### config.mk
export PLATFORM = sky130hd
export DESIGN_NAME = pulse_gen_ms
export DESIGN_NICKNAME = d
export VERILOG_FILES = /design/src/rtl/pulse_gen_ms_pkg.sv /design/src/rtl/pulse_gen_ms_tick.sv /design/src/rtl/pulse_gen_ms.sv
export SDC_FILE = /design/constraint.sdc
export NUM_CORES = 1
export LEC_CHECK = 0
export CORE_AREA = 4 4 85 87
export DETAILED_ROUTE_END_ITERATION = 8
export DIE_AREA = 0 0 89 91
export PLACE_DENSITY_LB_ADDON = 0.2
export SETUP_SLACK_MARGIN = 0.5
export SYNTH_ARGS = -nofsm -noshare
export SYNTH_HDL_FRONTEND = slang
export SYNTH_SLANG_ARGS = --single-unit
### constraint.sdc
create_clock -name clk -period 3 [get_ports clk]
set_input_delay 0.45 -clock clk [delete_from_list [all_inputs] [get_ports clk]]
set_output_delay 0.45 -clock clk [all_outputs]
set_load 0.03 [all_outputs]
### src/rtl/pulse_gen_ms_pkg.sv
// Shared constants for the ms-domain blocks (pulse generator, press timer, display).
// State encodings are kept as plain 2-bit constants so older blocks can share them.
package pulse_gen_ms_pkg;

  localparam int MAX_MS_DEFAULT   = 9_999;
  localparam int TICK_DIV_DEFAULT = 50_000;
  localparam int CW_DEFAULT       = 15;

  localparam logic [1:0] ST_IDLE = 2'd0;
  localparam logic [1:0] ST_RUN  = 2'd1;
  localparam logic [1:0] ST_DONE = 2'd2;

endpackage

### src/rtl/pulse_gen_ms_tick.sv
// 1 ms tick divider on clk: counts 0..TICK_DIV-1 while enabled, one-cycle tick at terminal count.
// Replaces a derived 1 kHz clock so all ms logic stays in the clk domain.
module ms_tick #(
  parameter int TICK_DIV = 50_000
) (
  input  logic clk,
  input  logic reset,
  input  logic clr,
  input  logic en,
  output logic tick
);

  localparam int CNT_W = (TICK_DIV > 1) ? $clog2(TICK_DIV) : 1;
  localparam logic [CNT_W-1:0] TERM = CNT_W'(TICK_DIV - 1);

  logic [CNT_W-1:0] cnt_reg;
  logic             term;

  assign term = (cnt_reg == TERM);
  assign tick = en & term;

  always_ff @(posedge clk) begin
    if (reset || clr) begin
      cnt_reg <= '0;
    end else if (en) begin
      cnt_reg <= term ? '0 : cnt_reg + CNT_W'(1);
    end
  end

endmodule

### src/rtl/pulse_gen_ms.sv
// Single-shot pulse generator: on a start edge drives pulso high for min(duracion, MAX_MS) ms.
// Exposes the elapsed ms count for the display path; done strobes on normal completion only.
module pulse_gen_ms
  import pulse_gen_ms_pkg::*;
#(
  parameter int TICK_DIV = TICK_DIV_DEFAULT,
  parameter int MAX_MS   = MAX_MS_DEFAULT,
  parameter int CW       = CW_DEFAULT
) (
  input  logic          clk,
  input  logic          reset,
  input  logic          start,
  input  logic          cancel,
  input  logic [CW-1:0] duracion,
  output logic          pulso,
  output logic          busy,
  output logic          done,
  output logic [CW-1:0] elapsed_ms
);

  localparam logic [CW-1:0] MAX_MS_C = CW'(MAX_MS);

  logic          start_q_reg;
  logic          start_edge;
  logic [1:0]    state_reg, state_next;
  logic          pulso_reg, pulso_next;
  logic          busy_reg, busy_next;
  logic          done_reg, done_next;
  logic [CW-1:0] elapsed_reg, elapsed_next;
  logic [CW-1:0] len_reg, len_next;
  logic          tick;
  logic          tick_en;

  assign start_edge = start & ~start_q_reg;
  assign tick_en    = (state_reg == ST_RUN);

  // Divider is held at zero outside RUN, so every accepted pulse starts on a fresh ms.
  ms_tick #(
    .TICK_DIV(TICK_DIV)
  ) u_ms_tick (
    .clk  (clk),
    .reset(reset),
    .clr  (~tick_en),
    .en   (tick_en),
    .tick (tick)
  );

  always_comb begin
    state_next   = state_reg;
    pulso_next   = pulso_reg;
    busy_next    = busy_reg;
    done_next    = 1'b0;
    elapsed_next = elapsed_reg;
    len_next     = len_reg;
    case (state_reg)
      ST_IDLE: begin
        if (start_edge && (duracion != '0)) begin
          len_next     = (duracion > MAX_MS_C) ? MAX_MS_C : duracion;
          elapsed_next = '0;
          state_next   = ST_RUN;
          pulso_next   = 1'b1;
          busy_next    = 1'b1;
        end
      end
      ST_RUN: begin
        // cancel beats a coincident final tick: partial count kept, no done
        if (cancel) begin
          state_next = ST_IDLE;
          pulso_next = 1'b0;
          busy_next  = 1'b0;
        end else if (tick) begin
          elapsed_next = elapsed_reg + CW'(1);
          if (elapsed_reg == len_reg - CW'(1)) begin
            state_next = ST_DONE;
            pulso_next = 1'b0;
            busy_next  = 1'b0;
            done_next  = 1'b1;
          end
        end
      end
      ST_DONE: begin
        state_next = ST_IDLE;
      end
      default: begin
        state_next = ST_IDLE;
        pulso_next = 1'b0;
        busy_next  = 1'b0;
      end
    endcase
  end

  always_ff @(posedge clk) begin
    if (reset) begin
      start_q_reg <= 1'b0;
      state_reg   <= ST_IDLE;
      pulso_reg   <= 1'b0;
      busy_reg    <= 1'b0;
      done_reg    <= 1'b0;
      elapsed_reg <= '0;
      len_reg     <= '0;
    end else begin
      start_q_reg <= start;
      state_reg   <= state_next;
      pulso_reg   <= pulso_next;
      busy_reg    <= busy_next;
      done_reg    <= done_next;
      elapsed_reg <= elapsed_next;
      len_reg     <= len_next;
    end
  end

  assign pulso      = pulso_reg;
  assign busy       = busy_reg;
  assign done       = done_reg;
  assign elapsed_ms = elapsed_reg;

endmodule

==> flow_summary.html, run 1 <==
<table>
<tr><th>Metric</th><th>Value</th></tr>
<tr><th colspan="2">Yosys</th></tr>
<tr><td>Proportion of netlist area held by the largest area contributor</td><td>36.27%</td></tr>
<tr><td>Post-synthesis instance area</td><td>2815 um^2</td></tr>
<tr><td>Portion of the post-synthesis area used by sequential elements</td><td>36.27%</td></tr>
<tr><td>Adder and majority gate portion of the synthesized area</td><td>1.333%</td></tr>
<tr><td>Fraction of synthesized cell area in xor and xnor cells</td><td>11.51%</td></tr>
<tr><td>Synthesis warning total</td><td>0</td></tr>
<tr><td>Multiplexer area fraction after synthesis</td><td>1.067%</td></tr>
<tr><td>Share of flip-flops with an asynchronous set or reset</td><td>0%</td></tr>
<tr><td>Number of synthesized register bits</td><td>51</td></tr>
<tr><td>Syn avg cell area</td><td>8.304 um^2</td></tr>
<tr><td>Post-Syn Nets</td><td>361</td></tr>
<tr><td>Cell accounting for the most synthesized area</td><td>dfxtp_1</td></tr>
<tr><td>Post-synth EDFFs</td><td>0</td></tr>
<tr><td>Synthesized netlist cell count</td><td>339</td></tr>
<tr><td>Compound-gate portion of the synthesized area</td><td>11.64%</td></tr>
<tr><td>Most instantiated flip-flop cell in the synthesis netlist</td><td>dfxtp_1</td></tr>
<tr><td>Count of unique library cells instantiated by Yosys</td><td>52</td></tr>
<tr><td>Cell types occupying the most area after synthesis</td><td>dfxtp_1 36%, xor2_1 6.8%, nor2_1 4.9%</td></tr>
<tr><td>Simple-gate share of the synthesized area</td><td>32.49%</td></tr>
<tr><td>Dominant combinational cell family by area after synthesis</td><td>simple AND/OR/NAND/NOR gates</td></tr>
<tr><th colspan="2">Global routing</th></tr>
<tr><td>Remaining Overflow, GRT</td><td>0</td></tr>
<tr><td>Tot GR Track Use</td><td>16.26%</td></tr>
<tr><td>Maximum number of pins on one net before global-route repair</td><td>23</td></tr>
<tr><td>Global-route wire length before repair</td><td>10.58 mm</td></tr>
<tr><td>Antenna violations before repair</td><td>0</td></tr>
<tr><td>Number of global-route vias before repair</td><td>2,258</td></tr>
<tr><th colspan="2">Final layout</th></tr>
<tr><td>Post-layout nets</td><td>397</td></tr>
<tr><td>Fill cell total of the finished layout</td><td>587</td></tr>
<tr><td>Total inserted antenna cells</td><td>0</td></tr>
<tr><td>Layout area overhead</td><td>19.87%</td></tr>
<tr><td>Fraction of the core area covered by cells at the end of the flow</td><td>53.14%</td></tr>
<tr><td>Flip-flop count of the largest register after layout</td><td>16</td></tr>
<tr><td>Layout cells sized above 1</td><td>8.777%</td></tr>
<tr><th colspan="2">STA</th></tr>
<tr><td>Period utilisation layout</td><td>79.75%</td></tr>
<tr><td>Pin slew with the least headroom to its limit</td><td>0.5599 ns</td></tr>
<tr><td>Max_slew headroom</td><td>62.67%</td></tr>
<tr><td>Max-slew violation count</td><td>0</td></tr>
<tr><td>Unrepaired setup endpoints after global routing</td><td>no</td></tr>
<tr><td>Setup tns final</td><td>0 ns</td></tr>
<tr><td>Hold Fails Final Rpt</td><td>0</td></tr>
<tr><td>Slack of the critical path</td><td>0.6076 ns</td></tr>
<tr><td>Setup violators final</td><td>0</td></tr>
<tr><td>Min cycle time layout</td><td>2.392 ns</td></tr>
<tr><td>Largest clock skew in the final design</td><td>0.008251 ns</td></tr>
<tr><td>Fmax</td><td>0.4180 GHz</td></tr>
<tr><td>Hold slack</td><td>0.4472 ns</td></tr>
<tr><th colspan="2">Worst hold path</th></tr>
<tr><td>Hold Path Stages</td><td>2</td></tr>
<tr><td>Startpoint of the worst hold path</td><td>len_reg[14]$_SDFFE_PP0P_</td></tr>
<tr><td>End point of the worst hold path</td><td>len_reg[14]$_SDFFE_PP0P_</td></tr>
<tr><td>Path type of the worst min-delay path</td><td>flop to flop</td></tr>
<tr><th colspan="2">Pwr</th></tr>
<tr><td>Total design power</td><td>0.001431 W</td></tr>
<tr><td>Net switching component of the power</td><td>0.0003877 W</td></tr>
<tr><td>Pint</td><td>0.001043 W</td></tr>
<tr><td>Clock network fraction of total power</td><td>34.7%</td></tr>
<tr><td>Part of the total power dissipated in sequential elements</td><td>50.0%</td></tr>
<tr><td>LEAKAGE</td><td>1.134 nW</td></tr>
<tr><td>Net switching fraction of the power</td><td>27.10%</td></tr>
<tr><td>Combinational share of power</td><td>15.3%</td></tr>
<tr><td>Total power density per cell area</td><td>424.0 nW/um^2</td></tr>
<tr><td>Worst vdd ir</td><td>0.2942 mV</td></tr>
<tr><th colspan="2">CTS</th></tr>
<tr><td>Clock Path Buffers</td><td>2</td></tr>
<tr><td>Clock input transition at the sequential cells of the worst setup and hold paths</td><td>0.10 ns</td></tr>
<tr><td>Clock Sinks</td><td>51</td></tr>
<tr><td>Clock Latency Late Sink</td><td>0.31 ns</td></tr>
<tr><td>Root buf cell</td><td>clkbuf_8</td></tr>
<tr><td>Inserted Clock Buffers</td><td>5</td></tr>
<tr><td>CTS H-tree depth</td><td>2</td></tr>
<tr><td>Clock tree from TritonCTS</td><td>yes</td></tr>
<tr><th colspan="2">Route</th></tr>
<tr><td>Detailed-route via count</td><td>2,534</td></tr>
<tr><td>Detailed Routing Iterations Pass 1</td><td>4</td></tr>
<tr><td>Count of routing violations after the opening detailed-route iteration</td><td>103</td></tr>
<tr><td>DR DRC count</td><td>0</td></tr>
<tr><td>Routed wire per std cell</td><td>14.29 um</td></tr>
<tr><td>Total wire length</td><td>6.475 mm</td></tr>
<tr><td>Detail-routed via count per cell</td><td>5.594</td></tr>
<tr><td>Number of routed nets with antenna violations</td><td>0</td></tr>
<tr><th colspan="2">Die</th></tr>
<tr><td>Number of placement rows</td><td>29</td></tr>
<tr><td>Die footprint</td><td>8099 um^2</td></tr>
<tr><td>Area of the core region</td><td>6350 um^2</td></tr>
<tr><td>Initial core utilization</td><td>44.33%</td></tr>
<tr><td>Horizontal die dimension</td><td>89 um</td></tr>
<tr><td>I/O pins</td><td>37</td></tr>
<tr><td>Vert. Die Dim</td><td>91 um</td></tr>
<tr><th colspan="2">Critical path</th></tr>
<tr><td>Element type at the critical path end</td><td>flop</td></tr>
<tr><td>Slack of the worst reg-to-reg path</td><td>0.61 ns</td></tr>
<tr><td>R2R cell count</td><td>6</td></tr>
<tr><td>Beginning of the worst register-to-register path</td><td>len_reg[3]$_SDFFE_PP0P_</td></tr>
<tr><td>Reg-to-reg endpoint</td><td>busy$_SDFFE_PP0P_</td></tr>
<tr><td>Required time worst endpoint</td><td>3.20 ns</td></tr>
<tr><td>Maximum fanout encountered on the critical timing path</td><td>7</td></tr>
<tr><td>Type of the setup path with the least slack</td><td>flop to flop</td></tr>
<tr><td>Setup crit start kind</td><td>flop</td></tr>
<tr><td>Data arrival, critical path</td><td>2.59 ns</td></tr>
<tr><th colspan="2">Placed design</th></tr>
<tr><td>Port buffer count</td><td>36</td></tr>
<tr><td>Total half-perimeter wirelength after legalization and detailed placement</td><td>4.853 mm</td></tr>
<tr><td>Worst slack at placement</td><td>0.3301 ns</td></tr>
<tr><td>Routability congestion estimate from global placement</td><td>0.8718</td></tr>
<tr><th colspan="2">Status</th></tr>
<tr><td>Status</td><td>complete, no violations</td></tr>
<tr><th colspan="2">Job</th></tr>
<tr><td>Number of max-cap violations</td><td>0</td></tr>
</table>
[stage by stage]
stage	instance area (um^2)	instances
final	3374	453
after global routing	3374	453
after CTS	3317	450
after detailed placement	3194	442
after global placement	3194	442
after floorplan	2815	339
[cells by family after synthesis]
logic type,count (synthesis)
buffers and inverters,26
AOI/OAI and AO/OA,52
xor gates and xnor gates,37
DFF,51
muxes,3
adders and majority gates,3
and+or+nand+nor,167
[cell type report]
type | count | area (um^2) | share of cell area [%]
Inverter | 10 | 37.54 | 1.112
Tap cell | 77 | 96.34 | 2.855
Timing Repair Buffer | 45 | 427.9 | 12.68
Multi-Input combinational cell | 262 | 1675 | 49.65
Clock inverter | 3 | 47.55 | 1.409
Clock buffer | 5 | 68.82 | 2.039
Sequential cell | 51 | 1021 | 30.26
[synth_stat cells, types with 4 or more instances]
cell / instances
nor2_1: 37
xor2_1: 22
o21ai_0: 12
dfxtp_1: 51
nor4b_1: 4
xnor2_1: 15
a21oi_1: 18
or3_1: 10
nand2_1: 23
inv_1: 10
nand3_1: 17
and3_1: 7
nand4_1: 13
clkbuf_1: 12
nor4_1: 13
a211oi_1: 4
nor3_1: 16
[critical path: stages (launching register included)]
cell      delay [ns]
dfxtp_1         0.40
or4_4           0.59
or4_4           0.46
a211oi_1        0.25
nor3_2          0.13
nor4_2          0.33
o22ai_1         0.12
[metal layers]
layer / global-route usage [%] / share of wire (%) / up-vias / routed length, um
met4: 5.583 / 1.7 / 0 / 110
met5: 0 / 0 / - / 0
met1: 24.94 / 51 / 1174 / 3279
met3: 3.077 / 5.4 / 9 / 350
met2: 22.52 / 42 / 64 / 2735
li1: - / - / 1287 / -
[how the worst max path moves through the flow]
stage	startpoint	to	slack [ns]	cells past startpoint
final	len_reg[3]$_SDFFE_PP0P_	busy$_SDFFE_PP0P_	0.61	6
after global routing	u_ms_tick.cnt_reg[0]$_SDFFE_PP0P_	elapsed_ms[14]$_SDFFE_PP0P_	0.45	9
after CTS	len_reg[3]$_SDFFE_PP0P_	state_reg[0]$_SDFFE_PP0P_	0.53	6
after detailed placement	duracion[7]	elapsed_ms[7]$_SDFFE_PP0P_	0.33	7
after global placement	duracion[14]	elapsed_ms[11]$_SDFFE_PP0P_	0.46	7
after floorplan	len_reg[2]$_SDFFE_PP0P_	state_reg[0]$_SDFFE_PP0P_	0.81	7
[power by group through the flow]
stage / clock network [W] / logic [W] / registers [W]
finish: 0.000496 / 0.000219 / 0.000716
floorplan: 0 / 0.000159 / 0.000724
CTS: 0.000504 / 0.000214 / 0.000715
global placement: 0 / 0.000207 / 0.000730
global route: 0.000529 / 0.000243 / 0.000719
detailed placement: 0 / 0.000211 / 0.000731
[timing repair]
action | in CTS | in global routing
pin swaps | 0 | 3
gates resized for setup | 1 | 7
setup endpoints to repair | 1 | 8
setup buffers | 0 | 3
hold buffers | 0 | 0
[cell usage in the layout, fill, tap and decap left out, drive strengths merged, types with 14 or more instances in the layout]
cell and instances:
nand3 17, nor4 14, a21oi 18, clkdlybuf4s50 36, nor2 37, nor3 18, dfxtp 51, xnor2 15
nand2 23, xor2 22
(Power assumes the default switching activity.)
==> inputs of run 2 (changes only) <==
==> constraint.sdc (replaced) <==
create_clock -name clk -period 2.1 [get_ports clk]
set_input_delay 0.315 -clock clk [delete_from_list [all_inputs] [get_ports clk]]
set_output_delay 0.315 -clock clk [all_outputs]
set_load 0.03 [all_outputs]
==> flow_summary.html, run 2 (synthesis gave the netlist of run 1 again) <==
<table>
<tr><th>Metric</th><th>Value</th></tr>
<tr><th colspan="2">Status</th></tr>
<tr><td>Status</td><td>complete, but fails checks</td></tr>
<tr><td>Violated checks</td><td>setup timing</td></tr>
<tr><th colspan="2">Critical path</th></tr>
<tr><td>R2R cell count</td><td>6 (unchanged)</td></tr>
<tr><td>Maximum fanout encountered on the critical timing path</td><td>5 (-2)</td></tr>
<tr><td>Setup crit start kind</td><td>flop</td></tr>
<tr><td>Required time worst endpoint</td><td>2.29 ns (-0.91 ns)</td></tr>
<tr><td>Data arrival, critical path</td><td>2.41 ns (-0.18 ns)</td></tr>
<tr><td>Element type at the critical path end</td><td>flop</td></tr>
<tr><td>Type of the setup path with the least slack</td><td>flop to flop</td></tr>
<tr><th colspan="2">STA</th></tr>
<tr><td>Hold slack</td><td>0.4510 ns (+0.003823 ns)</td></tr>
<tr><td>Largest clock skew in the final design</td><td>0.008687 ns (+0.0004362 ns)</td></tr>
<tr><td>Setup tns final</td><td>-0.2589 ns (-0.2589 ns)</td></tr>
<tr><td>Max-slew violation count</td><td>0 (unchanged)</td></tr>
<tr><td>Setup violators final</td><td>4 (+4)</td></tr>
<tr><td>Pin slew with the least headroom to its limit</td><td>0.4430 ns (-0.1169 ns)</td></tr>
<tr><td>Max_slew headroom</td><td>70.24% (+7.6 points)</td></tr>
<tr><td>Period utilisation layout</td><td>106.0% (+26 points)</td></tr>
<tr><td>Min cycle time layout</td><td>2.225 ns (-0.1670 ns)</td></tr>
<tr><td>Slack of the critical path</td><td>-0.1254 ns (-0.7330 ns)</td></tr>
<tr><td>Unrepaired setup endpoints after global routing</td><td>yes</td></tr>
<tr><td>Fmax</td><td>0.4494 GHz (+7.5%)</td></tr>
<tr><td>Hold Fails Final Rpt</td><td>0 (unchanged)</td></tr>
<tr><th colspan="2">Final layout</th></tr>
<tr><td>Area of all placed cells without fillers</td><td>4108 um^2 (+22%)</td></tr>
<tr><td>Layout cells sized above 1</td><td>31.03% (+22 points)</td></tr>
<tr><td>Leading cell type in the layout, fill and taps excluded</td><td>buf_4</td></tr>
<tr><td>Most frequent cells in the layout</td><td>57 x buf_4, 45 x dfxtp_1, 36 x nor2_1</td></tr>
<tr><td>Flip-flop count of the largest register after layout</td><td>16 (unchanged)</td></tr>
<tr><td>Fill cell total of the finished layout</td><td>549 (-6.5%)</td></tr>
<tr><td>Post-layout nets</td><td>457 (+15%)</td></tr>
<tr><td>Layout area overhead</td><td>45.91%</td></tr>
<tr><td>Total inserted antenna cells</td><td>0 (unchanged)</td></tr>
<tr><td>Number of cells in the finished layout apart from fillers</td><td>512 (+13%)</td></tr>
<tr><th colspan="2">Die</th></tr>
<tr><td>Number of placement rows</td><td>29 (unchanged)</td></tr>
<tr><td>Die footprint</td><td>8099 um^2 (unchanged)</td></tr>
<tr><td>Initial core utilization</td><td>44.33% (unchanged)</td></tr>
<tr><td>I/O pins</td><td>37 (unchanged)</td></tr>
<tr><td>Area of the core region</td><td>6350 um^2 (unchanged)</td></tr>
<tr><td>Vert. Die Dim</td><td>91 um (unchanged)</td></tr>
<tr><td>Horizontal die dimension</td><td>89 um (unchanged)</td></tr>
<tr><th colspan="2">Placed design</th></tr>
<tr><td>Total half-perimeter wirelength after legalization and detailed placement</td><td>5.715 mm (+18%)</td></tr>
<tr><td>Worst slack at placement</td><td>-0.3165 ns (-0.6465 ns)</td></tr>
<tr><td>Instance area at placement</td><td>3621 um^2 (+13%)</td></tr>
<tr><td>Cell Count Post-Placement</td><td>491 (+11%)</td></tr>
<tr><td>Port buffer count</td><td>36 (unchanged)</td></tr>
<tr><td>Routability congestion estimate from global placement</td><td>0.8652 (-0.76%)</td></tr>
<tr><th colspan="2">Pwr</th></tr>
<tr><td>LEAKAGE</td><td>1.588 nW (+40%)</td></tr>
<tr><td>Worst vdd ir</td><td>0.3181 mV (+8.1%)</td></tr>
<tr><td>Clock network fraction of total power</td><td>31.7% (-3.0 points)</td></tr>
<tr><td>Total power density per cell area</td><td>523.1 nW/um^2 (+23%)</td></tr>
<tr><td>Combinational share of power</td><td>21.5% (+6.2 points)</td></tr>
<tr><td>Pint</td><td>0.001557 W (+49%)</td></tr>
<tr><td>Net switching component of the power</td><td>0.0005912 W (+52%)</td></tr>
<tr><td>Net switching fraction of the power</td><td>27.52% (+0.42 points)</td></tr>
<tr><td>Part of the total power dissipated in sequential elements</td><td>46.8% (-3.2 points)</td></tr>
<tr><th colspan="2">CTS</th></tr>
<tr><td>Clock input transition at the sequential cells of the worst setup and hold paths</td><td>0.09 ns (about the same)</td></tr>
<tr><td>Clock Sinks</td><td>51 (unchanged)</td></tr>
<tr><td>Clock Latency Late Sink</td><td>0.31 ns (about the same)</td></tr>
<tr><td>Clock tree from TritonCTS</td><td>yes</td></tr>
<tr><td>Inserted Clock Buffers</td><td>5 (unchanged)</td></tr>
<tr><td>Root buf cell</td><td>clkbuf_8</td></tr>
<tr><td>Clock Path Buffers</td><td>2 (unchanged)</td></tr>
<tr><td>CTS H-tree depth</td><td>2 (unchanged)</td></tr>
<tr><td>Quantity of hold-fixing buffers added after cts</td><td>0 (unchanged)</td></tr>
<tr><th colspan="2">Worst hold path</th></tr>
<tr><td>Path type of the worst min-delay path</td><td>flop to flop</td></tr>
<tr><td>Hold Path Stages</td><td>2 (unchanged)</td></tr>
<tr><th colspan="2">Route</th></tr>
<tr><td>Wl on met1</td><td>3.794 mm (+16%)</td></tr>
<tr><td>Routed wire per std cell</td><td>16.29 um (+14%)</td></tr>
<tr><td>Detail-routed via count per cell</td><td>5.631 (+0.66%)</td></tr>
<tr><td>Detailed-route via count</td><td>2,883 (+14%)</td></tr>
<tr><td>Routed length on met2</td><td>3.870 mm (+41%)</td></tr>
<tr><td>Count of routing violations after the opening detailed-route iteration</td><td>138 (+34%)</td></tr>
<tr><td>Total met3 wirelength after detailed routing</td><td>509 um (+45%)</td></tr>
<tr><td>Detailed Routing Iterations Pass 1</td><td>4 (unchanged)</td></tr>
<tr><td>DR DRC count</td><td>0 (unchanged)</td></tr>
<tr><td>Highest metal used</td><td>met4</td></tr>
<tr><td>Total wire length</td><td>8.338 mm (+29%)</td></tr>
<tr><td>Number of routed nets with antenna violations</td><td>0 (unchanged)</td></tr>
<tr><th colspan="2">Global routing</th></tr>
<tr><td>Remaining Overflow, GRT</td><td>0 (unchanged)</td></tr>
<tr><td>Number of global-route vias before repair</td><td>2,806 (+24%)</td></tr>
<tr><td>Tot GR Track Use</td><td>20.63% (+4.4 points)</td></tr>
<tr><td>Antenna violations before repair</td><td>0 (unchanged)</td></tr>
<tr><td>Maximum number of pins on one net before global-route repair</td><td>22 (-4.3%)</td></tr>
<tr><td>Global-route wire length before repair</td><td>13.32 mm (+26%)</td></tr>
<tr><th colspan="2">Job</th></tr>
<tr><td>Number of max-cap violations</td><td>0 (unchanged)</td></tr>
</table>
==> run 2: critical path: stages, from the launching register on <==
cell and delay [ns]:
dfxtp_2 0.33, or4_4 0.59, or4_4 0.46, a211oi_2 0.24
nor3_4 0.10, o41ai_2 0.28, o21ai_1 0.11
==> run 2: final timing paths <==
check,end,start,slack (ns)
max reg2reg,state_reg[0]$_SDFFE_PP0P_,len_reg[5]$_SDFFE_PP0P_,-0.13
min,len_reg[14]$_SDFFE_PP0P_,len_reg[14]$_SDFFE_PP0P_,0.45
min reg2reg,len_reg[14]$_SDFFE_PP0P_,len_reg[14]$_SDFFE_PP0P_,0.45
max,state_reg[0]$_SDFFE_PP0P_,len_reg[5]$_SDFFE_PP0P_,-0.13
==> run 2: power groups by stage <==
| stage | clock network [W] | registers (W) | logic, W |
|---|---|---|---|
| after floorplan | 0 | 0.00104 | 0.000241 |
| final | 0.000681 | 0.00101 | 0.000462 |
| after global routing | 0.000734 | 0.00101 | 0.000497 |
| after global placement | 0 | 0.00103 | 0.000389 |
| after CTS | 0.000691 | 0.00101 | 0.000414 |
| after detailed placement | 0 | 0.00103 | 0.000394 |
==> run 2: cell type report <==
| class | count | area [um^2] | area share (%) |
|---|---|---|---|
| multi-input cells | 263 | 1952 | 47.52 |
| well taps | 77 | 96.34 | 2.345 |
| repair buffers | 104 | 890.9 | 21.69 |
| clock inverters | 1 | 30.03 | 0.7310 |
| clock buffers | 6 | 72.57 | 1.767 |
| inverters | 10 | 37.54 | 0.9138 |
| flip-flops and latches | 51 | 1028 | 25.04 |
==> run 2: through the flow <==
stage | total power (W) | util (%)
after global routing | 0.002240 | 64.69
after CTS | 0.002110 | 61.89
after floorplan | 0.001277 | -
after global placement | 0.001416 | 57.02
final | 0.002149 | 64.69
after detailed placement | 0.001422 | 57.02
==> run 2: repair_timing <==
item,4_1_cts,5_1_grt
resized for setup,60,44
buffers inserted,7,5
cloned,2,0
pin swaps,17,8
endpoints found under the setup margin,57,43
endpoints found under the hold margin,0,0
==> run 2: metal layers <==
layer	global-route usage (%)	up-vias
li1	-	1417
met1	28.22	1368
met2	31.99	80
met3	4.525	18
met4	6.948	0
met5	0	-
